### src/rtl/ldpc_frame_io_ctrl.sv
// Frame I/O sequencer for the LDPC decoder: scatters intrinsic LLRs into the PE
// memories, waits for the decoder to finish, then streams hard decisions out row by row.
//
// state   | meaning
// IDLE    | waiting for the first sample of a frame
// START   | one-cycle decoder frame-start pulse, f_id snapshot
// LOAD    | accepting L*K*K samples into the PE memories
// WAIT    | decoder running; waiting for an f_id toggle
// READ    | strobing the K columns of the current row
// CAPTURE | latching the row of hard decisions
// EMIT    | presenting the row until the sink accepts it
module ldpc_frame_io_ctrl #(
    parameter int L              = 32,
    parameter int K              = 6,
    parameter int ADDR_WIDTH     = 5,
    parameter int MESSAGE_WIDTH  = 5,
    parameter int DISCARD_FRAMES = 2
) (
    input  logic                     clk,
    input  logic                     reset,
    input  logic                     in_valid,
    output logic                     in_ready,
    input  logic [MESSAGE_WIDTH-1:0] in_llr,
    output logic                     en,
    output logic                     ext_reset,
    output logic [K*K-1:0]           pe_select,
    output logic [ADDR_WIDTH-1:0]    load_add,
    output logic [MESSAGE_WIDTH-1:0] int_out,
    input  logic                     f_id,
    output logic [ADDR_WIDTH-1:0]    read_add,
    output logic [K-1:0]             column_select,
    input  logic [K*K-1:0]           dec_out_fin,
    output logic                     out_valid,
    input  logic                     out_ready,
    output logic [K*K-1:0]           out_data,
    output logic [ADDR_WIDTH-1:0]    out_addr,
    output logic                     out_last,
    output logic                     busy
);
    localparam int NPE  = K * K;
    localparam int NSMP = L * K * K;
    localparam int SW   = $clog2(NSMP + 1);
    localparam int PW   = (NPE > 1) ? $clog2(NPE) : 1;
    localparam int CW   = (K > 1) ? $clog2(K) : 1;
    localparam int FW   = (DISCARD_FRAMES > 0) ? $clog2(DISCARD_FRAMES + 1) : 1;

    typedef enum logic [2:0] {IDLE, START, LOAD, WAIT, READ, CAPTURE, EMIT} state_t;
    state_t state, state_nxt;

    logic [SW-1:0]         smp_cnt;
    logic [PW-1:0]         pe_cnt;
    logic [ADDR_WIDTH-1:0] la_cnt;
    logic [ADDR_WIDTH-1:0] row_cnt;
    logic [CW-1:0]         col_cnt;
    logic [FW-1:0]         fcnt;
    logic                  prev_f_id;

    logic load_hs, last_smp, fid_toggle, last_row, last_col, keep_frame;

    assign load_hs    = (state == LOAD) && in_valid;
    assign last_smp   = (smp_cnt == SW'(NSMP - 1));
    assign fid_toggle = (state == WAIT) && (f_id != prev_f_id);
    assign last_row   = (row_cnt == ADDR_WIDTH'(L - 1));
    assign last_col   = (col_cnt == CW'(K - 1));
    assign keep_frame = (fcnt >= FW'(DISCARD_FRAMES));
    assign read_add   = row_cnt;

    always_comb begin
        state_nxt     = state;
        in_ready      = 1'b0;
        en            = 1'b0;
        ext_reset     = 1'b0;
        out_valid     = 1'b0;
        busy          = (state != IDLE);
        column_select = '0;
        case (state)
            IDLE:    if (in_valid) state_nxt = START;
            START: begin
                ext_reset = 1'b1;
                state_nxt = LOAD;
            end
            LOAD: begin
                en       = 1'b1;
                in_ready = 1'b1;
                if (load_hs && last_smp) state_nxt = WAIT;
            end
            WAIT: begin
                en = 1'b1;
                if (fid_toggle) state_nxt = keep_frame ? READ : IDLE;
            end
            READ: begin
                en = 1'b1;
                column_select[col_cnt] = 1'b1;
                if (last_col) state_nxt = CAPTURE;
            end
            CAPTURE: begin
                en        = 1'b1;
                state_nxt = EMIT;
            end
            EMIT: begin
                en        = 1'b1;
                out_valid = 1'b1;
                if (out_ready) state_nxt = last_row ? IDLE : READ;
            end
            default: state_nxt = IDLE;
        endcase
    end

    always_ff @(posedge clk or posedge reset) begin
        if (reset) begin
            state     <= IDLE;
            smp_cnt   <= '0;
            pe_cnt    <= '0;
            la_cnt    <= '0;
            row_cnt   <= '0;
            col_cnt   <= '0;
            fcnt      <= '0;
            prev_f_id <= 1'b0;
            pe_select <= '0;
            load_add  <= '0;
            int_out   <= '0;
            out_data  <= '0;
            out_addr  <= '0;
            out_last  <= 1'b0;
        end else begin
            state     <= state_nxt;
            pe_select <= '0;
            if (state == START) begin
                prev_f_id <= f_id;
                smp_cnt   <= '0;
                pe_cnt    <= '0;
                la_cnt    <= '0;
            end
            // PE index and address are walked as separate counters to avoid a divider
            if (load_hs) begin
                pe_select <= NPE'(1) << pe_cnt;
                load_add  <= la_cnt;
                int_out   <= in_llr;
                smp_cnt   <= smp_cnt + SW'(1);
                if (la_cnt == ADDR_WIDTH'(L - 1)) begin
                    la_cnt <= '0;
                    pe_cnt <= pe_cnt + PW'(1);
                end else begin
                    la_cnt <= la_cnt + ADDR_WIDTH'(1);
                end
            end
            if (fid_toggle) begin
                row_cnt <= '0;
                col_cnt <= '0;
                if (!keep_frame) fcnt <= fcnt + FW'(1);
            end
            if (state == READ) col_cnt <= last_col ? '0 : col_cnt + CW'(1);
            if (state == CAPTURE) begin
                out_data <= dec_out_fin;
                out_addr <= row_cnt;
                out_last <= last_row;
            end
            if (state == EMIT && out_ready) row_cnt <= last_row ? '0 : row_cnt + ADDR_WIDTH'(1);
        end
    end
endmodule
### config.mk
export PLATFORM = sky130hd
export DESIGN_NAME = ldpc_frame_io_ctrl
export DESIGN_NICKNAME = d
export VERILOG_FILES = /design/src/rtl/ldpc_frame_io_ctrl.sv
export SDC_FILE = /design/constraint.sdc
export NUM_CORES = 1
export LEC_CHECK = 0
export ABC_AREA = 1
export ABC_CLOCK_PERIOD_IN_PS = 5500
export CAP_MARGIN = 20
export CORE_AREA = 2 2 114 116
export DETAILED_ROUTE_END_ITERATION = 8
export DIE_AREA = 0 0 116 118
export GPL_TIMING_DRIVEN = 0
export PLACE_DENSITY = 0.73
export SLEW_MARGIN = 20
export SYNTH_ARGS = -nofsm -noshare
export SYNTH_HDL_FRONTEND = slang
export SYNTH_SLANG_ARGS = --single-unit
### constraint.sdc
create_clock -name clk -period 5.5 [get_ports clk]
set_clock_uncertainty 0.15 [all_clocks]
set_input_delay 1.1 -clock clk [delete_from_list [all_inputs] [get_ports clk]]
set_output_delay 1.1 -clock clk [all_outputs]
set_load 0.02 [all_outputs]
; Word level (Yosys, flattened, before mapping)
; Cells that the tools add are included.
[totals]
regBits = 124
input_bits = 46
output_inout_bits = 104
word_cells = 84
[classes]
add_sub_neg = 6
order_cmp = 3
n_eq_ne = 16
shift = 1
muxes = 30
bitwise_logic = 1
n_reduce_logical = 13
[op_table]
columns = operator, n
row1 = $mux 36, 1
row2 = $shl 1x6->36 const A, 1
row3 = $mux 3, 10
row4 = $mux 5, 6
row5 = $mux 6, 4
row6 = $mux 11, 2
row7 = $pmux 3 s7, 1
row8 = $eq 3x3->1 const B, 4
row9 = $add 11x1->11 const B, 1
row10 = $eq 11x11->1 const B, 1
row11 = $add 5x1->5 const B, 2
row12 = $eq 5x5->1 const B, 2
row13 = $ne 2x2->1 const B, 4
row14 = $add 6x1->6 const B, 1
row15 = $eq 3x2->1 const B, 2
row16 = $reduce_bool 2->1, 3
row17 = $logic_and 1x1->1, 5
row18 = $mux 1, 5
row19 = $reduce_and 5->1, 1
row20 = $reduce_or 5->1, 1
row21 = $lt 3x4->1 const B, 1
row22 = $add 3x1->3 const B, 1
row23 = $demux 1 s3, 1
row24 = $eq 3x1->1 const B, 1
row25 = 9 further kinds, 9

; Logic depth before layout (Yosys ltp)
; Gate-level depths: netlist of the first run.
[depth]
ltp_word = 5
mapped_depth = 9
depth_no_buf = 9

; Worst setup path after synthesis of the first run
; Ideal clock, no wire load.
[synth_path]
kind = reg-to-output
startpoint = register state[0]
endpoint = output column_select[0]
arrival_ps = 1373
required_time_ps = 4250
path_slack_ps = 2877
stages_incl_launch_ff = 8
n_path_buf = 1
cell_sequence = dfrtp_1 buf_6 inv_2 nand2_1 nor2_4 inv_2 or2_4 nor2_1
[synth_via]
elab_chain_len = 2
[synth_rtl]
columns = element, line_no
row1 = start: declaration, 48  ; state_t state, state_nxt;
row2 = start signal: assignment, 126  ; state <= state_nxt;
row3 = $eq 3x3->1, 76  ; case (state)
row4 = $mux 6, 76
row5 = end: declaration, 31  ; output logic [K-1:0] column_select,
; No other way between the ends.

; Worst setup path after layout of the first run
[layout_path]
startpoint = register state[0]
endpoint = output column_select[1]
; The elaborated chain is that of the path after synthesis.

==> impl_metrics.json, run 1 <==
{
  "syn-cell-area_mm2": 0.005344,
  "fin_util_pct": 61.80,
  "worstReg2RegStart": "la_cnt[0]",
  "ctsHoldBuffers": 0,
  "initial_core_util_pct": 43.05,
  "synthesis.nets": 653,
  "io_pins": 150,
  "antenna_found_initial": 0,
  "ys_seq_area_share_pct": 58.07,
  "cts_tree": "done",
  "ys_warn_count": 0,
  "cts_num_sinks": 124,
  "dr_total_vias": 4567,
  "critical_path_required_ps": 4250,
  "first_pass_iters": 4,
  "timing.slew.headroom_pct": 63.98,
  "numCtsBuffers": 17,
  "yosysMostFrequentCell": "nand2_1",
  "ys_types": 33,
  "critical_path.endpoint_type": "primary output",
  "area_growth_pct": 43.57,
  "critPathMaxStageDelay_ps": 620,
  "post-cts-setup-buffers": 0,
  "grt_start_max_net_pins": 67,
  "crit_type": "reg2out",
  "slew_violations": 0,
  "die_w_um": 116,
  "hold_slack_ps": 316.2,
  "hp-start": "out_data[6]",
  "hp-class": "reg2reg",
  "avgRoutedWirePerCell_um": 13.95,
  "fillers": 1047,
  "root_buffer": "clkbuf_16",
  "synthTopCellsByArea": "dfrtp_1, nand2_1, nor2_1",
  "core_area_mm2": 0.01241,
  "synth_edf_count": 0,
  "worst_pin_slew_ps": 540.3,
  "postRouteAntennaNets": 0,
  "cts-resized-gates": 0,
  "timing.final.crit_share_pct": 64.84,
  "crit_family": "buffers and inverters",
  "io_buffers": 149,
  "ys.flop_type": "dfrtp_1",
  "grt_usage_pct": 19.60,
  "post-synth-top-area-fraction_pct": 58.07,
  "hold_viol": 0,
  "path_common_cell": "inv_2",
  "critPathLaunch": "state[0]",
  "drive_gt1_share_pct": 9.138,
  "cpMaxStageDelayCell": "clkdlybuf4s50_1",
  "syn_area_per_cell_um2": 8.981,
  "avgViaCountPerCell": 4.812,
  "fmaxAchievable_mhz": 280.4,
  "dp_hpwl_um": 9661,
  "fp.dieArea_mm2": 0.01369,
  "drt-total-wl_um": 13240,
  "status": "complete, no violations",
  "power-per-cell-area_mw_per_mm2": 495.3,
  "drt_iter0_drc": 173,
  "multi_input_area_mm2": 0.001912,
  "num_rows": 41,
  "ys_seq_elements": 124,
  "layout_min_cycle_time_ps": 3566,
  "setup_viol": 0,
  "gp_congestion": 0.7961,
  "diodes": 0,
  "syn_inst": 595,
  "cp-start-kind": "flip-flop",
  "total_power_uw": 3800,
  "grt_pass1_wl_um": 21220,
  "cap_violations": 0,
  "ir_drop_mv": 0.2408,
  "die_h_um": 118,
  "drc": 0,
  "critPathArrivalTime_ps": 2320,
  "leakage_uw": 0.003621,
  "overflow": 0,
  "cp_max_fo": 8,
  "insertion_delay_ps": 420,
  "final_nets": 822,
  "clk_pin_slew_ps": 60,
  "seqCellArea_mm2": 0.003103,
  "path_cells": "buf_6 > inv_2 > nand2_1 > nor2_4 > inv_2 > or2_4 > nor3_2 > clkdlybuf4s50_1",
  "async_flop_share_pct": 100.0,
  "grt_pass1_vias": 4454,
  "synth_top_area_cell": "dfrtp_1",
  "ys_top_cells_by_count": "nand2_1, dfrtp_1, nor2_1",
  "path_buf_inv": 4,
  "h-tree-depth": 4,
  "rsz0062_at_grt": "false",
  "cts_buffer_depth": 2
}
final cells by class:
type,instances,area share [%]
multi-input combinational,402,24.92
sequential,124,40.44
buffer,18,1.729
clock inverter,10,1.500
clock buffer,22,6.181
inverter,51,2.626
timing repair buffer,150,19.80
tap,172,2.805
layout by cell type (no fill, tap or decap), types with 2 or more instances in the layout:
cell             instances
xor2_1                   4
clkinv_4                 2
buf_6                    5
clkdlybuf4s50_1        149
clkbuf_16               17
nand4_1                  7
clkbuf_8                 3
inv_1                   43
buf_4                    5
o22ai_1                  5
bufinv_16                2
nand3_4                  3
ha_1                    12
nand3_1                 33
clkinvlp_4               3
inv_4                    2
o21ai_2                  2
nand2_1                220
nor2_1                  52
nor2_4                   3
inv_2                    4
o21ai_0                 21
clkbuf_1                 3
xnor2_1                  2
buf_2                    7
nand2_4                  2
nor3_1                  13
clkinv_2                 3
dfrtp_1                124
a21oi_1                  4
o21ai_1                 11
flip-flops by register name (all words and copies together), names as in the netlist:
name and flops:
pe_cnt 6, prev_f_id 1, col_cnt 3, out_data 36, state 3, pe_select 36
fcnt 2, out_addr 5, int_out 5, load_add 5, read_add 5, smp_cnt 11
out_last 1, la_cnt 5
layer usage:
metal / global-route usage [%] / part of all wire [%] / up-vias
met5: 0 / 0 / -
met4: 6.101 / 1.5 / 0
met3: 6.488 / 7.3 / 22
met2: 32.05 / 48 / 155
met1: 24.52 / 43 / 2179
li1: - / - / 2211
per-stage QoR:
stage          setup TNS (ps)  setup slack, ps  cells  instance area (um^2)
4_1_cts                     0             1893    949                  7672
5_1_grt                     0             1824    949                  7672
3_5_place_dp                0             2355    917                  7083
6_report                    0             1934    949                  7672
3_3_place_gp           -79830           -649.9    916                  7051
2_1_floorplan               0            950.8    595                  5344
tightest hold or removal path: cells and delay by family, from the launching register on:
kind / cells / cell delay [ps]
simple gates: 2 / 90
flops: 1 / 340
logic make-up (layout without fill, tap and decap cells):
kind of cell    count (synthesis)  in the layout  synth area share, %
fa+ha+maj                      12             12                2.810
simple gates                  340            340                27.56
flops                         124            124                58.07
compound gates                 44             44                4.425
xor+xnor                        6              6               0.9834
buf+inv                        69            251                6.158
power breakdown:
| part | switching, uW | total, uW | internal, uW |
|---|---|---|---|
| Clock | 392 | 1090 | 701 |
| Sequential | 158 | 1310 | 1150 |
| Combinational | 794 | 1390 | 601 |
final timing paths:
kind	cells past startpoint	slack (ps)	endpoint
max reg2reg	7	3740	pe_cnt[0]
max	8	1930	column_select[1]
min	2	320	out_data[6]
max in group asynchronous	3	3490	smp_cnt[9]
min reg2reg	2	320	out_data[6]
min in group asynchronous	2	980	out_data[35]
Note: power is estimated with default switching activity, not from simulation.
==> inputs of run 2 (changes only) <==
--- a/config.mk
+++ b/config.mk
@@ -6,13 +6,13 @@
 export NUM_CORES = 1
 export LEC_CHECK = 0
 export ABC_AREA = 1
-export ABC_CLOCK_PERIOD_IN_PS = 5500
+export ABC_CLOCK_PERIOD_IN_PS = 2900
 export CAP_MARGIN = 20
-export CORE_AREA = 2 2 114 116
+export CORE_AREA = 2 2 115 117
 export DETAILED_ROUTE_END_ITERATION = 8
-export DIE_AREA = 0 0 116 118
+export DIE_AREA = 0 0 117 119
 export GPL_TIMING_DRIVEN = 0
-export PLACE_DENSITY = 0.73
+export PLACE_DENSITY = 0.75
 export SLEW_MARGIN = 20
 export SYNTH_ARGS = -nofsm -noshare
 export SYNTH_HDL_FRONTEND = slang
==> constraint.sdc (replaced) <==
create_clock -name clk -period 2.9 [get_ports clk]
set_clock_uncertainty 0.15 [all_clocks]
set_input_delay 0.58 -clock clk [delete_from_list [all_inputs] [get_ports clk]]
set_output_delay 0.58 -clock clk [all_outputs]
set_load 0.02 [all_outputs]
==> run 2 against run 1 <==
Critical path depth shrank 4. Sequential share of layout area fell by 0.20 points. Design area is 0.49% higher. Die area increased by 1.7%. Wire length fell by 0.66%. Non-clock buffer count up 2. Via count decreased by 0.11%. Sequential power increased by 90%. Setup slack worse by 1800 ps. Combinational power grew 89%. Critical endpoint is now ext_reset. Critical path type unchanged.
==> impl_metrics.json, run 2 (synthesized netlist as in run 1, its figures left out) <==
{
  "status": "complete, no violations",
  "critPathArrivalTime_ps": 2070,
  "timing.slew.headroom_pct": 58.28,
  "drt_iter0_drc": 353,
  "first_pass_iters": 5,
  "critPathLaunch": "state[2]",
  "avgViaCountPerCell": 4.782,
  "final_nets": 824,
  "slew_violations": 0,
  "fillers": 1085,
  "cts_num_sinks": 124,
  "ir_drop_mv": 0.4483,
  "cp_max_fo": 7,
  "internal-power_uw": 4735,
  "post-cts-setup-buffers": 0,
  "hp-class": "reg2reg",
  "core_area_mm2": 0.01287,
  "root_buffer": "clkbuf_16",
  "die_w_um": 117,
  "grt_usage_pct": 19.57,
  "cpMaxStageDelayCell": "clkdlybuf4s50_1",
  "crit_end": "ext_reset",
  "multi_input_area_mm2": 0.001912,
  "power-per-cell-area_mw_per_mm2": 939.4,
  "initial_core_util_pct": 41.51,
  "drt-total-wl_um": 13150,
  "critical_path.endpoint_type": "primary output",
  "antenna_found_initial": 0,
  "power_frac_clock_pct": 29.3,
  "diodes": 0,
  "setup_slack_ps": 98.21,
  "drive_gt1_share_pct": 8.869,
  "grt_pass1_vias": 4562,
  "worstReg2RegStart": "la_cnt[0]",
  "rsz0062_at_grt": "false",
  "io_pins": 150,
  "die_h_um": 119,
  "final_common_cell": "nand2_1",
  "setup_viol": 0,
  "power_switching_uw": 2508,
  "route.met3.wl_um": 1041,
  "numCtsBuffers": 17,
  "fmaxAchievable_mhz": 356.9,
  "critical_path_required_ps": 2170,
  "reg_top3": "out_data (36), pe_select (36), smp_cnt (11)",
  "clk_pin_slew_ps": 50,
  "r2r_cells": 8,
  "crit_type": "reg2out",
  "share_comb_of_total_power_pct": 36.2,
  "grt_start_max_net_pins": 37,
  "grt_pass1_wl_um": 21270,
  "dp_hpwl_um": 9748,
  "leakage_uw": 0.003681,
  "critPathMaxStageDelay_ps": 610,
  "seqCellArea_mm2": 0.003103,
  "wl_met2_um": 6420,
  "ff2ff_setup_slack_ps": 1140,
  "cts-resized-gates": 5,
  "path_cells": "inv_4 > nand3_1 > inv_1 > clkdlybuf4s50_1",
  "cp-start-kind": "flip-flop",
  "cap_violations": 0,
  "cts_buffer_depth": 2,
  "gp_congestion": 0.8515,
  "hold_slack_ps": 316.2,
  "total_power_uw": 7243,
  "mostFrequentLayoutCells": "nand2_1, clkdlybuf4s50_1, dfrtp_1",
  "cts_tree": "done",
  "highest_layer": "met4",
  "wirelength_met1_um": 5438,
  "drc": 0,
  "postRouteAntennaNets": 0,
  "hold_viol": 0,
  "area_growth_pct": 44.28,
  "ctsHoldBuffers": 0,
  "post-place-ws_ps": 254.0,
  "dr_total_vias": 4562,
  "overflow": 0,
  "io_buffers": 149,
  "insertion_delay_ps": 410,
  "h-tree-depth": 4,
  "num_rows": 42,
  "worst_pin_slew_ps": 624.4,
  "timing.final.crit_share_pct": 96.61,
  "seqPwrFrac_pct": 34.4,
  "tns_ps": 0,
  "fp.dieArea_mm2": 0.01392,
  "reg2reg_to": "pe_cnt[0]",
  "layout_min_cycle_time_ps": 2802,
  "swShare_pct": 34.63,
  "avgRoutedWirePerCell_um": 13.79
}
==> run 2: cell types whose count changed in the layout (fill, tap and decap cells not counted) <==
cell,previous run,this run
clkbuf_1,3,6
bufinv_16,2,3
dlygate4sd2_1,0,5
clkdlybuf4s50_1,149,143
buf_12,0,3
clkinvlp_4,3,1
clkinv_4,2,0
clkinv_2,3,2
buf_16,1,0
dlymetal6s2s_1,0,1
==> run 2: final cells by class <==
| cell class | instances | share of cell area [%] |
|---|---|---|
| flip-flops and latches | 124 | 40.25 |
| multi-input cells | 402 | 24.80 |
| repair buffers | 152 | 20.07 |
| clock buffers | 25 | 6.297 |
| well taps | 176 | 2.856 |
| inverters | 51 | 2.597 |
| plain buffers | 18 | 1.720 |
| clock inverters | 6 | 1.412 |
==> run 2: through the flow <==
step                      cells  cell area, um^2  utilization (%)
final                       954             7710            59.88
after CTS                   954             7707            59.86
after global routing        954             7710            59.88
after detailed placement    923             7119            55.30
after global placement      920             7059            54.83
after floorplan             595             5348                -
==> run 2: worst max-delay path, delay by kind of cell, from the launching register on <==
kind / cells / cell delay [ps]
buf+inv: 3 / 890
flops: 1 / 460
simple gates: 1 / 310
==> run 2: layer usage <==
layer | track usage [%] | vias up
met1 | 23.01 | 2155
met3 | 6.565 | 24
met4 | 7.574 | 0
met2 | 32.80 | 162
li1 | - | 2221
met5 | 0 | -
==> run 2: power groups by stage <==
stage	clock [uW]	combinational (uW)	sequential, uW
after floorplan	0	1050	2920
after global placement	0	2590	2490
after detailed placement	0	2660	2520
after CTS	2160	2650	2490
after global routing	2260	2900	2550
final	2120	2630	2490
==> run 2: how the worst min path moves through the flow <==
stage | start | end | depth (start not counted)
after detailed placement | out_data[22] | out_data[22] | 2
after global placement | out_data[6] | out_data[6] | 2
final | out_data[22] | out_data[22] | 2
after CTS | out_data[34] | out_data[34] | 2
after floorplan | fcnt[1] | fcnt[1] | 1
after global routing | out_data[27] | out_data[27] | 2
